===== config.mk =====
export PLATFORM = sky130hd
export DESIGN_NAME = bsg_fifo_1r1w_small_reset_n
export DESIGN_NICKNAME = d
export VERILOG_FILES = /design/src/rtl/bsg_fifo_1r1w_small_reset_n.sv
export SDC_FILE = /design/constraint.sdc
export NUM_CORES = 1
export LEC_CHECK = 0
export ABC_CLOCK_PERIOD_IN_PS = 1800
export BUFFER_PORTS_ARGS = -buffer_cell sky130_fd_sc_hd__buf_2
export CAP_MARGIN = 25
export CORE_ASPECT_RATIO = 1.1
export CORE_MARGIN = 2
export CORE_UTILIZATION = 48
export CTS_CLUSTER_DIAMETER = 50
export DETAILED_ROUTE_END_ITERATION = 8
export PLACE_DENSITY = 0.72
export SLEW_MARGIN = 20
export SYNTH_ARGS = -nofsm -noshare
export SYNTH_HDL_FRONTEND = slang
export SYNTH_SLANG_ARGS = --single-unit

===== constraint.sdc =====
create_clock -name clk_i -period 1.8 [get_ports clk_i]
set_input_delay 0.36 -clock clk_i [delete_from_list [all_inputs] [get_ports clk_i]]
set_output_delay 0.36 -clock clk_i [all_outputs]
set_load 0.02 [all_outputs]

===== src/rtl/bsg_fifo_1r1w_small_reset_n.sv =====
// Small 1R1W FIFO with registered storage, valid/ready in, valid/yumi out, and
// a sticky protocol-error flag. Reset is asynchronous and active-low.
module bsg_fifo_1r1w_small_reset_n #(
  parameter  int width_p           = 3,
  parameter  int els_p             = 4,
  parameter  bit assert_protocol_p = 1'b1,
  localparam int lg_els_lp         = $clog2(els_p)
) (
  input  logic                 clk_i,
  input  logic                 reset_n_i,
  input  logic                 v_i,
  input  logic [width_p-1:0]   data_i,
  output logic                 ready_o,
  output logic                 v_o,
  output logic [width_p-1:0]   data_o,
  input  logic                 yumi_i,
  output logic [lg_els_lp:0]   count_o,
  output logic                 err_o
);

  // Handshake: a word moves in when v_i & ready_o at posedge; the head moves out
  // when yumi_i & v_o at posedge. Asserting either strobe without its partner
  // signal is a violation: the strobe is ignored and err_o latches high.

  localparam logic [lg_els_lp:0] full_lp = (lg_els_lp+1)'(els_p);

  logic [width_p-1:0]   r_mem [els_p];
  logic [lg_els_lp-1:0] r_wr_ptr;
  logic [lg_els_lp-1:0] r_rd_ptr;
  logic [lg_els_lp:0]   r_count;
  logic                 r_err;

  logic w_enq;
  logic w_deq;
  logic w_viol;

  assign ready_o = (r_count != full_lp);
  assign v_o     = (r_count != '0);
  assign data_o  = r_mem[r_rd_ptr];
  assign count_o = r_count;
  assign err_o   = r_err;

  assign w_enq  = v_i & ready_o;
  assign w_deq  = yumi_i & v_o;
  assign w_viol = (v_i & ~ready_o) | (yumi_i & ~v_o);

  always_ff @(posedge clk_i or negedge reset_n_i) begin
    if (!reset_n_i) begin
      for (int i = 0; i < els_p; i++) r_mem[i] <= '0;
      r_wr_ptr <= '0;
      r_rd_ptr <= '0;
      r_count  <= '0;
      r_err    <= 1'b0;
    end else begin
      if (w_enq) begin
        r_mem[r_wr_ptr] <= data_i;
        r_wr_ptr        <= r_wr_ptr + 1'b1;
      end
      if (w_deq) r_rd_ptr <= r_rd_ptr + 1'b1;
      // Simultaneous enq+deq leaves occupancy unchanged.
      if (w_enq && !w_deq)      r_count <= r_count + 1'b1;
      else if (w_deq && !w_enq) r_count <= r_count - 1'b1;
      if (w_viol) r_err <= 1'b1;
    end
  end

`ifndef SYNTHESIS
  a_els_pow2: assert property (@(posedge clk_i)
    (els_p >= 2) && ((els_p & (els_p - 1)) == 0));
  a_no_enq_when_full: assert property (@(posedge clk_i)
    disable iff (!reset_n_i || !assert_protocol_p) !(v_i && !ready_o));
  a_no_deq_when_empty: assert property (@(posedge clk_i)
    disable iff (!reset_n_i || !assert_protocol_p) !(yumi_i && !v_o));
`endif

endmodule

Yosys cells after proc, flatten, opt, wreduce, memory -nomap -nowiden:

Cells that the tools add are included.

* bits in registers: 20
* bits of input ports: 7
* word-level logic and storage cells: 40

* add/sub/neg operators: 4
* $lt $le $gt $ge: 3
* equal/unequal tests: 1
* multiplexer cells: 8
* bitwise logic cells: 9
* reduce and logical (&&, ||, !) cells: 7

Operators by type and width (count)
* two-way mux 3 bit: 5
* bitwise mux 12 bit: 1
* binary-select mux 3 bit (select 2 bit): 1
* demux 3 bit (select 2 bit): 1
* >= comparator 3 bit (second input constant): 2
* inverter 2 -> 3 bit: 2
* adder 2 x 1 -> 2 bit (second input constant): 2
* bitwise AND 1 bit: 4
* adder 3 x 1 -> 3 bit (second input constant): 1
* logical AND 1 bit: 3
* < comparator 3 x 1 -> 1 bit (second input constant): 1
* != test 3 bit (second input constant): 1
* nonzero test 3 bit: 1
* subtractor 3 x 1 -> 3 bit (second input constant): 1
* zero test 1 bit: 2
* inverter 1 bit: 2
* nonzero test 2 bit: 1
* OR 1 bit: 1

Logic depth before layout (Yosys ltp):

Gate-level depths: netlist of the first run.

* word-level depth: 6
* gate-level depth with buffers: 9

Worst setup path after synthesis of the first run:

Ideal clock, no wire load.

* kind: reg-to-reg
* from: reg r_count[0], in the netlist count_o[0]
* to: reg r_count[2], in the netlist count_o[2]
* library setup time: 80 ps
* data arrival time: 2032 ps
* setup slack: -312 ps
* stages on the path, launching flop included: 10
* buffers on the path: 0
* cells stage by stage: dfrtp_1 nor3_1 inv_1 nand2_1 ha_1 inv_1 fa_1 xor2_1 nor2_1 xor2_1

* longest elaborated chain between the ends: 5
* elaborated cells between the ends (all ways): 13

Ends and longest elaborated chain
* start: declaration: RTL line 30 `logic [lg_els_lp:0] r_count;`
* start signal: assignment: RTL line 61 `if (w_enq && !w_deq) r_count <= r_count + 1'b1;`
* start signal: assignment: RTL line 62 `else if (w_deq && !w_enq) r_count <= r_count - 1'b1;`
* nonzero test 3 bit (*): RTL line 38 `assign v_o = (r_count != '0);`
* named net v_o: RTL line 14 `output logic v_o,`
* bitwise AND 1 bit (*): RTL line 44 `assign w_deq = yumi_i & v_o;`
* zero test 1 bit: RTL line 61
* logical AND 1 bit: RTL line 61
* two-way mux 3 bit or nonzero test 2 bit (tied branches)

The timed path passes the listed nets; every way through them passes the cells marked *. The select of a mux whose other input is x is not followed.
A chain may end at the register's enable or synchronous reset.

Worst setup path after layout of the first run:

* from: reg r_count[1], in the netlist count_o[1]
* to: reg r_count[1], in the netlist count_o[1]

* longest elaborated chain between the ends: 5
* elaborated cells between the ends (all ways): 13

Ends and longest elaborated chain
* != test 3 bit (*): RTL line 37 `assign ready_o = (r_count != full_lp);`
* bitwise AND 1 bit (*): RTL line 43 `assign w_enq = v_i & ready_o;`
* named net w_enq: RTL line 33 `logic w_enq;`
* zero test 1 bit: RTL line 62
* logical AND 1 bit: RTL line 62
* nonzero test 2 bit (no source line)

Marked as above.

==> impl_metrics.prom, run 1 <==
# TYPE chip_impl_metric gauge
chip_impl_info{name="run_status",value="finished with violations"} 1
chip_impl_info{name="failed_checks",value="negative setup slack"} 1
chip_impl_metric{name="dp_worst_setup_slack",unit="ps"} -61.7
chip_impl_metric{name="clkSlewWorstSetupHoldPaths",unit="ps"} 120
chip_impl_metric{name="initial_core_util",unit="%"} 49.4
chip_impl_info{name="hold_path.class",value="in2reg"} 1
chip_impl_metric{name="rows",unit=""} 17
chip_impl_info{name="cts_root_buffer",value="clkbuf_4"} 1
chip_impl_metric{name="final_antenna_net_count",unit=""} 0
chip_impl_metric{name="dr.pass1.iters",unit=""} 3
chip_impl_metric{name="die_h",unit="µm"} 51.1
chip_impl_info{name="critical_path.reg2reg.endpoint",value="count_o[1]"} 1
chip_impl_metric{name="total_leakage_power",unit="nW"} 0.603
chip_impl_info{name="setup.worst_path.class",value="reg2reg"} 1
chip_impl_metric{name="drt-initial-drc-count",unit=""} 6
chip_impl_metric{name="globalRouteTotalUtil",unit="%"} 20.3
chip_impl_metric{name="cts-htree-levels",unit=""} 1
chip_impl_metric{name="drive_above_1_share",unit="%"} 61.2
chip_impl_metric{name="synth_warnings",unit=""} 0
chip_impl_metric{name="asyncSetResetFlopFracSynth",unit="%"} 100
chip_impl_metric{name="dp_hpwl",unit="mm"} 1.36
chip_impl_metric{name="synth-edff-count",unit=""} 0
chip_impl_metric{name="worst_hold_path.num_cells",unit=""} 2
chip_impl_metric{name="post-route-period-util",unit="%"} 104
chip_impl_metric{name="route.detailed.vias_per_inst",unit=""} 4.99
chip_impl_metric{name="slew_viol_final",unit=""} 0
chip_impl_metric{name="drv_cap",unit=""} 0
chip_impl_metric{name="timing.critical_path.fanout_max",unit=""} 3
chip_impl_info{name="global_routing_s_busiest_layer",value="met2"} 1
chip_impl_metric{name="antennaDiodeCount",unit=""} 0
chip_impl_metric{name="drcViolationCount",unit=""} 0
chip_impl_metric{name="globalRouteMet3Util",unit="%"} 3.18
chip_impl_info{name="dominantRegCellSynth",value="dfrtp_1"} 1
chip_impl_info{name="worstSetupStartpoint",value="count_o[1]"} 1
chip_impl_metric{name="detailroute.via_count",unit=""} 654
chip_impl_metric{name="cts.sinks",unit=""} 20
chip_impl_metric{name="gp_routability_congestion",unit=""} 0.725
chip_impl_metric{name="core-area",unit="µm²"} 1960
chip_impl_metric{name="netlist_instances",unit=""} 70
chip_impl_metric{name="hold_ws",unit="ps"} 311
chip_impl_metric{name="power_density",unit="nW/µm²"} 2010
chip_impl_metric{name="gr-usage-met2",unit="%"} 34.9
chip_impl_metric{name="synthDominantCellAreaShare",unit="%"} 51.8
chip_impl_metric{name="timing.final.setup_violations",unit=""} 3
chip_impl_metric{name="horiz_die_dim",unit="µm"} 46.8
chip_impl_metric{name="die_area",unit="µm²"} 2390
chip_impl_metric{name="synth_area",unit="µm²"} 966
chip_impl_metric{name="vias_in_the_first_global_route",unit=""} 649
chip_impl_metric{name="layout.core_utilization",unit="%"} 67.7
chip_impl_metric{name="worstMarginPinSlew",unit="ps"} 443
chip_impl_metric{name="postSynthAreaPerCell",unit="µm²"} 13.8
chip_impl_metric{name="timing.critical_path.required",unit="ps"} 2000
chip_impl_metric{name="mappedNetlistNets",unit=""} 83
chip_impl_info{name="cts_tree",value="yes"} 1
chip_impl_metric{name="postSynthRegisterBits",unit=""} 20
chip_impl_metric{name="hold_violations",unit=""} 0
chip_impl_metric{name="met1_usage_grt",unit="%"} 23.5
chip_impl_metric{name="routed_wl",unit="mm"} 2.01
chip_impl_metric{name="worst-r2r-cell-count",unit=""} 6
chip_impl_metric{name="timing.final.ws_setup",unit="ps"} -72.6
chip_impl_metric{name="cts_max_path_buffers",unit=""} 2
chip_impl_metric{name="cts-buffers-inserted",unit=""} 3
chip_impl_metric{name="grt_pass1_wl",unit="mm"} 3.20
chip_impl_metric{name="maximum_number_of_pins_on_one_net_before_global_route_repair",unit=""} 21
chip_impl_metric{name="worst_clock_skew",unit="ps"} 4.97
chip_impl_metric{name="arrival",unit="ps"} 2070
chip_impl_metric{name="io_buffer_count",unit=""} 15
chip_impl_metric{name="r2r_slack",unit="ps"} -70
chip_impl_info{name="yosys.cell_count.top_type",value="dfrtp_1"} 1
chip_impl_metric{name="fin_tns_setup",unit="ps"} -183
chip_impl_metric{name="period_minus_slack",unit="ps"} 1870
chip_impl_info{name="post_synth_most_frequent_cells",value="dfrtp_1, mux2_2"} 1
chip_impl_info{name="worstHoldEndpoint",value="r_mem[9]"} 1
chip_impl_metric{name="antenna_found_initial",unit=""} 0
chip_impl_info{name="rr_startpoint",value="count_o[1]"} 1
chip_impl_metric{name="max-vdd-ir-drop",unit="mV"} 1.49
chip_impl_info{name="start_kind",value="flop"} 1
chip_impl_info{name="rsz_0062_raised_after_global_routing",value="true"} 1
chip_impl_info{name="synth.largest_area_cell",value="dfrtp_1"} 1
chip_impl_info{name="yosys-top-cells-area",value="dfrtp_1, mux2_2, mux4_2"} 1
chip_impl_metric{name="slew-limit-headroom",unit="%"} 70.5
chip_impl_metric{name="io-pin-count",unit=""} 16
chip_impl_metric{name="grt-ovfl-total",unit=""} 0
chip_impl_metric{name="yosysSeqAreaShare",unit="%"} 51.8
chip_impl_metric{name="final_nets",unit=""} 117
chip_impl_metric{name="yosys.cell_types.count",unit=""} 16
chip_impl_metric{name="area.growth.synth_to_final",unit="%"} 37.2
chip_impl_metric{name="max_clock_freq",unit="MHz"} 534
chip_impl_info{name="cp-end-kind",value="flop"} 1
chip_impl_metric{name="wl_cell",unit="µm"} 15.3
chip_impl_info{name="hold_path_startpoint",value="data_i[0]"} 1
chip_impl_metric{name="insertion_delay",unit="ps"} 310
what timing repair did:
| item | CTS | global route |
|---|---|---|
| setup buffers | 4 | 1 |
| hold endpoints to repair | 20 | 0 |
| resized for setup | 3 | 14 |
| setup endpoints to repair | 5 | 7 |
| gates cloned | 0 | 0 |
| hold buffers | 1 | 0 |
| pin swaps | 6 | 4 |
worst max-delay path by stage:
| stage | to | cells after the start |
|---|---|---|
| 2_1_floorplan | count_o[2] | 9 |
| 3_3_place_gp | count_o[2] | 9 |
| 3_5_place_dp | count_o[2] | 9 |
| 4_1_cts | count_o[1] | 6 |
| 5_1_grt | count_o[2] | 9 |
| 6_report | count_o[1] | 6 |
cells by family after synthesis:
| group | after synthesis | synth area share, % |
|---|---|---|
| DFF | 20 | 51.8 |
| muxes | 17 | 23.3 |
| and+or+nand+nor | 14 | 7.51 |
| xor gates and xnor gates | 6 | 5.44 |
| buffers and inverters | 6 | 2.33 |
| adders and majority gates | 6 | 8.55 |
| AOI/OAI and AO/OA | 1 | 1.04 |
worst max-delay path, cell delays in order, from the launching register on:
cell and delay (ps):
dfrtp_2 470, nor3b_4 280, nor2b_4 80, ha_4 160, inv_2 50, fa_2 440
mux2_4 280
cells in the final DEF, fill, tap and decap left out:
cell type / n
fa_2: 1
nor3_4: 1
nand2_1: 4
nor2_1: 5
mux4_2: 3
xor2_1: 2
nor3b_4: 1
nand3_1: 1
nand2_4: 1
xnor2_1: 4
clkbuf_4: 3
a221o_1: 1
dfrtp_2: 4
mux2_2: 13
buf_6: 6
buf_4: 13
dlygate4sd3_1: 1
nor2b_4: 1
inv_1: 2
bufinv_16: 1
inv_2: 3
ha_1: 4
buf_2: 10
dfrtp_1: 16
mux2_4: 1
ha_4: 1
stage by stage:
step | instance area (µm²) | power, mW | instances
global route | 1330 | 2.83 | 131
global placement | 1170 | 1.99 | 121
detailed placement | 1170 | 2.04 | 121
floorplan | 997 | 1.65 | 70
finish | 1330 | 2.66 | 131
CTS | 1270 | 2.49 | 130
sequential cells by signal (all words and copies together), names as in the netlist:
| register | flops |
|---|---|
| count_o | 3 |
| r_rd_ptr | 2 |
| r_wr_ptr | 2 |
| err_o | 1 |
| r_mem | 12 |
area by class of cell:
class	count	area, µm²
Clock inverter	1	30.0
Tap cell	28	35.0
Clock buffer	3	22.5
Fill cell	141	632
Inverter	5	18.8
Timing Repair Buffer	30	225
Multi-Input combinational cell	44	488
Sequential cell	20	505
layer usage:
| metal | wire [µm] | up-vias |
|---|---|---|
| li1 | - | 306 |
| met1 | 758 | 331 |
| met2 | 1150 | 13 |
| met3 | 63 | 4 |
| met4 | 38 | 0 |
| met5 | 0 | - |
power by group:
| part | switching, mW | internal (mW) |
|---|---|---|
| Sequential | 0.202 | 0.685 |
| Clock | 0.146 | 0.225 |
| Combinational | 0.593 | 0.814 |
| Total | 0.940 | 1.72 |
Note: power is estimated with default switching activity, not from simulation.
==> run 2, diff against run 1 <==
Settings changed: ABC_AREA set to 1, CORE_UTILIZATION 48 to 49, PLACE_DENSITY 0.72 to 0.73.
==> impl_metrics.prom, run 2 <==
# TYPE chip_impl_metric gauge
chip_impl_info{name="setup.worst_path.class",value="reg2reg"} 1
chip_impl_metric{name="postSynthRegisterBits",unit=""} 20
chip_impl_metric{name="hold_ws",unit="ps"} 341
chip_impl_metric{name="largest_register_ff_count",unit=""} 12
chip_impl_metric{name="max_clock_freq",unit="MHz"} 577
chip_impl_info{name="cts_tree",value="yes"} 1
chip_impl_metric{name="worstMarginPinSlew",unit="ps"} 442
chip_impl_metric{name="drt-initial-drc-count",unit=""} 23
chip_impl_info{name="synth.largest_area_cell",value="dfrtp_1"} 1
chip_impl_metric{name="slew_viol_final",unit=""} 0
chip_impl_metric{name="clkSlewWorstSetupHoldPaths",unit="ps"} 120
chip_impl_metric{name="synth_area",unit="µm²"} 1080
chip_impl_metric{name="io_buffer_count",unit=""} 15
chip_impl_info{name="layout_common_cells",value="nand2_1, dfrtp_1, buf_2"} 1
chip_impl_metric{name="rows",unit=""} 17
chip_impl_metric{name="horiz_die_dim",unit="µm"} 48.8
chip_impl_metric{name="arrival",unit="ps"} 1940
chip_impl_metric{name="die_h",unit="µm"} 53.3
chip_impl_metric{name="cts.sinks",unit=""} 20
chip_impl_metric{name="postSynthAreaPerCell",unit="µm²"} 8.32
chip_impl_info{name="yosys-top-cells-area",value="dfrtp_1, nand2_1, nand4_1"} 1
chip_impl_metric{name="asyncSetResetFlopFracSynth",unit="%"} 100
chip_impl_metric{name="post-route-period-util",unit="%"} 96.2
chip_impl_info{name="cp-end-kind",value="flop"} 1
chip_impl_metric{name="drv_cap",unit=""} 0
chip_impl_metric{name="insertion_delay",unit="ps"} 300
chip_impl_info{name="rsz_0062_raised_after_global_routing",value="true"} 1
chip_impl_metric{name="timing.critical_path.fanout_max",unit=""} 4
chip_impl_metric{name="period_minus_slack",unit="ps"} 1730
chip_impl_info{name="most_common_cell_after_layout_fill_and_taps_aside",value="nand2_1"} 1
chip_impl_metric{name="timing.critical_path.required",unit="ps"} 2010
chip_impl_metric{name="routed_wl",unit="mm"} 2.28
chip_impl_metric{name="drive_above_1_share",unit="%"} 30.1
chip_impl_metric{name="power.share.combinational",unit="%"} 51.5
chip_impl_metric{name="yosys.cell_types.count",unit=""} 18
chip_impl_metric{name="critPathMaxStageDelay",unit="ps"} 440
chip_impl_metric{name="antenna_found_initial",unit=""} 0
chip_impl_metric{name="initial_core_util",unit="%"} 52.9
chip_impl_metric{name="timing.final.setup_violations",unit=""} 0
chip_impl_metric{name="switching_share",unit="%"} 44.2
chip_impl_metric{name="antennaDiodeCount",unit=""} 0
chip_impl_info{name="yosys.cell_count.top_type",value="nand2_1"} 1
chip_impl_metric{name="cts_max_path_buffers",unit=""} 2
chip_impl_metric{name="yosysSeqAreaShare",unit="%"} 46.3
chip_impl_metric{name="grt-ovfl-total",unit=""} 0
chip_impl_info{name="cts_root_buffer",value="clkbuf_4"} 1
chip_impl_metric{name="maximum_number_of_pins_on_one_net_before_global_route_repair",unit=""} 21
chip_impl_metric{name="core-area",unit="µm²"} 2040
chip_impl_metric{name="timing.final.ws_setup",unit="ps"} 68.3
chip_impl_metric{name="gr-usage-met2",unit="%"} 34.5
chip_impl_metric{name="met1_usage_grt",unit="%"} 25.9
chip_impl_info{name="global_routing_s_busiest_layer",value="met2"} 1
chip_impl_info{name="start_kind",value="flop"} 1
chip_impl_metric{name="vias_in_the_first_global_route",unit=""} 911
chip_impl_metric{name="dp_worst_setup_slack",unit="ps"} -19.9
chip_impl_metric{name="io-pin-count",unit=""} 16
chip_impl_metric{name="seq_power_share",unit="%"} 33.9
chip_impl_info{name="dominantRegCellSynth",value="dfrtp_1"} 1
chip_impl_metric{name="synthDominantCellAreaShare",unit="%"} 46.3
chip_impl_metric{name="final_antenna_net_count",unit=""} 0
chip_impl_info{name="hold_path.class",value="in2reg"} 1
chip_impl_metric{name="synth-edff-count",unit=""} 0
chip_impl_metric{name="hold_violations",unit=""} 0
chip_impl_metric{name="netlist_instances",unit=""} 130
chip_impl_metric{name="dr.pass1.iters",unit=""} 4
chip_impl_metric{name="wl_cell",unit="µm"} 12.6
chip_impl_metric{name="power_density",unit="nW/µm²"} 1890
chip_impl_metric{name="total_leakage_power",unit="nW"} 0.681
chip_impl_metric{name="slew-limit-headroom",unit="%"} 70.5
chip_impl_metric{name="drcViolationCount",unit=""} 0
chip_impl_metric{name="grt_pass1_wl",unit="mm"} 3.93
chip_impl_info{name="post_synth_most_frequent_cells",value="nand2_1, dfrtp_1, nand4_1"} 1
chip_impl_metric{name="max-vdd-ir-drop",unit="mV"} 1.19
chip_impl_metric{name="power_switching",unit="mW"} 1.10
chip_impl_metric{name="synth_warnings",unit=""} 0
chip_impl_metric{name="globalRouteTotalUtil",unit="%"} 20.0
chip_impl_metric{name="final_nets",unit=""} 167
chip_impl_metric{name="place_inst",unit=""} 171
chip_impl_info{name="register_bank_with_the_most_flops",value="r_mem"} 1
chip_impl_info{name="run_status",value="complete, no violations"} 1
chip_impl_metric{name="area.growth.synth_to_final",unit="%"} 22.2
chip_impl_metric{name="globalRouteMet3Util",unit="%"} 2.82
chip_impl_metric{name="clock_power_share",unit="%"} 14.7
chip_impl_metric{name="die_area",unit="µm²"} 2600
chip_impl_info{name="timing.critical_path.cells",value="nor2_4, nand2_4, nand2_4, ha_4, inv_4, fa_2, inv_2, nand2_2, nand4_1, nand2_1"} 1
chip_impl_metric{name="layout.cells.non_filler",unit=""} 181
chip_impl_metric{name="fin_tns_setup",unit="ps"} 0
chip_impl_info{name="worst_path_max_delay_cell",value="dfrtp_2"} 1
chip_impl_metric{name="cts-buffers-inserted",unit=""} 3
chip_impl_metric{name="worst_clock_skew",unit="ps"} 8.19
chip_impl_metric{name="mappedNetlistNets",unit=""} 143
chip_impl_metric{name="cell_internal_pwr",unit="mW"} 1.39
chip_impl_metric{name="gp_routability_congestion",unit=""} 0.808
chip_impl_metric{name="route.detailed.vias_per_inst",unit=""} 5.18
chip_impl_info{name="most_used_cell_along_the_critical_path",value="nand2_4"} 1
chip_impl_metric{name="cts-htree-levels",unit=""} 1
chip_impl_metric{name="detailroute.via_count",unit=""} 937
chip_impl_metric{name="dp_hpwl",unit="mm"} 1.66
run 2: logic make-up after synthesis:
| kind of cell | Yosys count | share of synthesized area [%] |
|---|---|---|
| flip-flops | 20 | 46.3 |
| AO/OA/AOI/OAI | 9 | 4.17 |
| XOR/XNOR | 1 | 0.810 |
| AND/OR/NAND/NOR | 81 | 35.0 |
| buffers and inverters | 13 | 6.13 |
| adder cells (fa/ha/maj) | 6 | 7.64 |
run 2: area by class of cell:
class	count	area, µm²
Fill cell	180	721
Timing Repair Buffer	23	138
Multi-Input combinational cell	97	552
Inverter	9	38.8
Tap cell	28	35.0
Clock inverter	1	30.0
Clock buffer	3	22.5
Sequential cell	20	505
run 2: path summary, 6_finish.rpt:
path | slack, ps | endpoint | start | cells after the start
worst max-delay path | 70 | count_o[2] | count_o[1] | 10
worst min-delay path | 340 | r_mem[3] | data_i[0] | 3
worst max register to register | 70 | count_o[2] | count_o[1] | 10
worst min register to register | 490 | r_mem[0] | r_mem[0] | 2
max in group asynchronous | 960 | count_o[0] | reset_n_i | 2
min in group asynchronous | 510 | r_rd_ptr[1] | reset_n_i | 2
run 2: power groups by stage:
stage               registers (mW)  clock network (mW)  logic (mW)
floorplan                    0.839                   0       0.835
finish                       0.847               0.366        1.29
detailed placement           0.865                   0        1.12
CTS                          0.836               0.372        1.20
global placement             0.854                   0        1.07
global route                 0.872               0.395        1.45
run 2: timing repair:
item	CTS	global route
pin swaps	1	6
hold buffers	1	0
gates resized for setup	2	13
setup buffers	3	2
endpoints found under the setup margin	4	5
endpoints found under the hold margin	12	0
run 2: metrics by stage:
stage | total power [mW] | utilization (%) | area (µm²)
CTS | 2.41 | 62.3 | 1270
floorplan | 1.67 | - | 1090
detailed placement | 1.98 | 58.0 | 1180
finish | 2.50 | 64.7 | 1320
global route | 2.72 | 64.7 | 1320
global placement | 1.93 | 58.0 | 1180
run 2: critical path, delay by kind of cell (launching register included):
kind | cells | cell delay, ps
adder cells (fa/ha/maj) | 2 | 530
flip-flops | 1 | 440
AND/OR/NAND/NOR | 6 | 560
buffers and inverters | 2 | 100
run 2: per-layer routing:
layer	wire length (µm)	up-vias
met3	74	4
met1	1070	442
met2	1120	16
met4	23	0
li1	-	475
met5	0	-
==> run 3, diff against run 2 <==
Settings changed: ABC_CLOCK_PERIOD_IN_PS 1800 to 1600, CORE_UTILIZATION 49 to 55, PLACE_DENSITY 0.73 to 0.77.
Clock period 1.8 ns to 1.6 ns, I/O delays scaled along.
==> impl_metrics.prom, run 3 (synthesis gave the netlist of run 2 again) <==
# TYPE chip_impl_metric gauge
chip_impl_metric{name="slew-limit-headroom",unit="%"} 69.8
chip_impl_metric{name="routed_wl",unit="mm"} 2.71
chip_impl_metric{name="cts-buffers-inserted",unit=""} 3
chip_impl_metric{name="final_antenna_net_count",unit=""} 0
chip_impl_info{name="cts_root_buffer",value="clkbuf_4"} 1
chip_impl_metric{name="globalRouteTotalUtil",unit="%"} 25.0
chip_impl_metric{name="antenna_found_initial",unit=""} 0
chip_impl_metric{name="totalPowerFinal",unit="mW"} 3.12
chip_impl_metric{name="dp_hpwl",unit="mm"} 1.75
chip_impl_metric{name="final_nets",unit=""} 180
chip_impl_info{name="cp-end-kind",value="flop"} 1
chip_impl_info{name="layout_common_cells",value="nand2_1, buf_4, dfrtp_1"} 1
chip_impl_metric{name="rows",unit=""} 16
chip_impl_metric{name="drcViolationCount",unit=""} 0
chip_impl_metric{name="worst_clock_skew",unit="ps"} 4.99
chip_impl_metric{name="drt-initial-drc-count",unit=""} 43
chip_impl_metric{name="total_leakage_power",unit="nW"} 0.753
chip_impl_metric{name="post-route-period-util",unit="%"} 109
chip_impl_info{name="failed_checks",value="negative setup slack"} 1
chip_impl_metric{name="core-area",unit="µm²"} 1820
chip_impl_metric{name="insertion_delay",unit="ps"} 310
chip_impl_metric{name="io_buffer_count",unit=""} 15
chip_impl_metric{name="detailroute.via_count",unit=""} 1047
chip_impl_metric{name="drv_cap",unit=""} 0
chip_impl_metric{name="die_h",unit="µm"} 50.5
chip_impl_info{name="rsz_0062_raised_after_global_routing",value="true"} 1
chip_impl_metric{name="timing.critical_path.fanout_max",unit=""} 3
chip_impl_metric{name="layout.core_utilization",unit="%"} 79.7
chip_impl_metric{name="cts-htree-levels",unit=""} 1
chip_impl_metric{name="cts_max_path_buffers",unit=""} 2
chip_impl_metric{name="fin_tns_setup",unit="ps"} -383
chip_impl_info{name="cts_tree",value="yes"} 1
chip_impl_metric{name="maximum_number_of_pins_on_one_net_before_global_route_repair",unit=""} 21
chip_impl_metric{name="die_area",unit="µm²"} 2340
chip_impl_metric{name="worstMarginPinSlew",unit="ps"} 454
chip_impl_metric{name="area.growth.synth_to_final",unit="%"} 34.3
chip_impl_metric{name="io-pin-count",unit=""} 16
chip_impl_info{name="register_bank_with_the_most_flops",value="r_mem"} 1
chip_impl_metric{name="hold_violations",unit=""} 0
chip_impl_metric{name="period_minus_slack",unit="ps"} 1740
chip_impl_metric{name="antennaDiodeCount",unit=""} 0
chip_impl_metric{name="timing.final.setup_violations",unit=""} 4
chip_impl_metric{name="slew_viol_final",unit=""} 0
chip_impl_metric{name="grt-ovfl-total",unit=""} 0
chip_impl_metric{name="gp_routability_congestion",unit=""} 0.874
chip_impl_metric{name="dp_worst_setup_slack",unit="ps"} -70.9
chip_impl_metric{name="max-vdd-ir-drop",unit="mV"} 1.58
chip_impl_metric{name="drive_above_1_share",unit="%"} 36.7
chip_impl_info{name="run_status",value="finished with violations"} 1
chip_impl_metric{name="largest_register_ff_count",unit=""} 12
chip_impl_metric{name="dr.pass1.iters",unit=""} 4
chip_impl_metric{name="arrival",unit="ps"} 1950
chip_impl_metric{name="vias_in_the_first_global_route",unit=""} 944
chip_impl_info{name="hold_path.class",value="in2reg"} 1
chip_impl_metric{name="power_density",unit="nW/µm²"} 2150
chip_impl_metric{name="timing.critical_path.required",unit="ps"} 1810
chip_impl_metric{name="wl_cell",unit="µm"} 14.0
chip_impl_metric{name="horiz_die_dim",unit="µm"} 46.3
chip_impl_metric{name="timing.final.ws_setup",unit="ps"} -141
chip_impl_metric{name="max_clock_freq",unit="MHz"} 574
chip_impl_metric{name="route.detailed.vias_per_inst",unit=""} 5.42
chip_impl_info{name="start_kind",value="flop"} 1
chip_impl_metric{name="grt_pass1_wl",unit="mm"} 4.19
chip_impl_info{name="setup.worst_path.class",value="reg2reg"} 1
chip_impl_metric{name="initial_core_util",unit="%"} 59.3
chip_impl_metric{name="clkSlewWorstSetupHoldPaths",unit="ps"} 110
chip_impl_info{name="most_common_cell_after_layout_fill_and_taps_aside",value="nand2_1"} 1
chip_impl_metric{name="cts.sinks",unit=""} 20
run 3: path summary, 6_finish.rpt:
kind                            start     endpoint  slack [ps]  cells past startpoint
min in group asynchronous   reset_n_i        err_o         480                      2
max in group asynchronous   reset_n_i   count_o[1]         790                      2
min                            yumi_i  r_rd_ptr[0]         290                      3
max reg2reg                count_o[1]   count_o[2]        -140                     10
max                        count_o[1]   count_o[2]        -140                     10
min reg2reg                  r_mem[0]     r_mem[0]         490                      2
run 3: area by class of cell:
class                           instances  area, µm²
Sequential cell                        20        504
Clock buffer                            4       36.3
Multi-Input combinational cell         97        577
Inverter                                9       41.3
Timing Repair Buffer                   36        259
Tap cell                               27       33.8
Fill cell                             124        370
run 3: metrics by stage:
| stage | cell area (µm²) | std cells | hold WS, ps |
|---|---|---|---|
| global placement | 1260 | 178 | 281 |
| CTS | 1400 | 191 | 293 |
| finish | 1450 | 193 | 295 |
| floorplan | 1110 | 130 | 24.4 |
| detailed placement | 1260 | 178 | 290 |
| global route | 1450 | 193 | 294 |
run 3: timing repair:
action,in CTS,in global routing
endpoints found under the hold margin,20,0
hold buffers,1,0
buffers inserted,8,2
setup endpoints to repair,7,7
resized for setup,13,16
pin swaps,2,4
run 3: power by group:
part	total [mW]	internal [mW]	leakage, nW	switching, mW
clock	0.296	0.139	0.0210	0.157
combinational	1.85	0.835	0.491	1.01
sequential	0.976	0.744	0.241	0.232
run 3: critical path, cell delays in order, from the launching register on:
cell and delay (ps):
dfrtp_2 450, nor2_4 200, nand2_4 80, nand2_4 80, ha_4 140, inv_4 40, fa_2 340, nand2_2 110
nand3_2 70, nand2_1 60, nand2_1 50
run 3: metal layers:
| metal | routed length, µm | share of wire (%) | vias to the layer above | track usage, % |
|---|---|---|---|---|
| li1 | - | - | 504 | - |
| met4 | 48 | 1.8 | 0 | 11.4 |
| met2 | 1440 | 53 | 36 | 40.5 |
| met5 | 0 | 0 | - | 0 |
| met3 | 150 | 5.5 | 7 | 2.52 |
| met1 | 1060 | 39 | 500 | 32.5 |
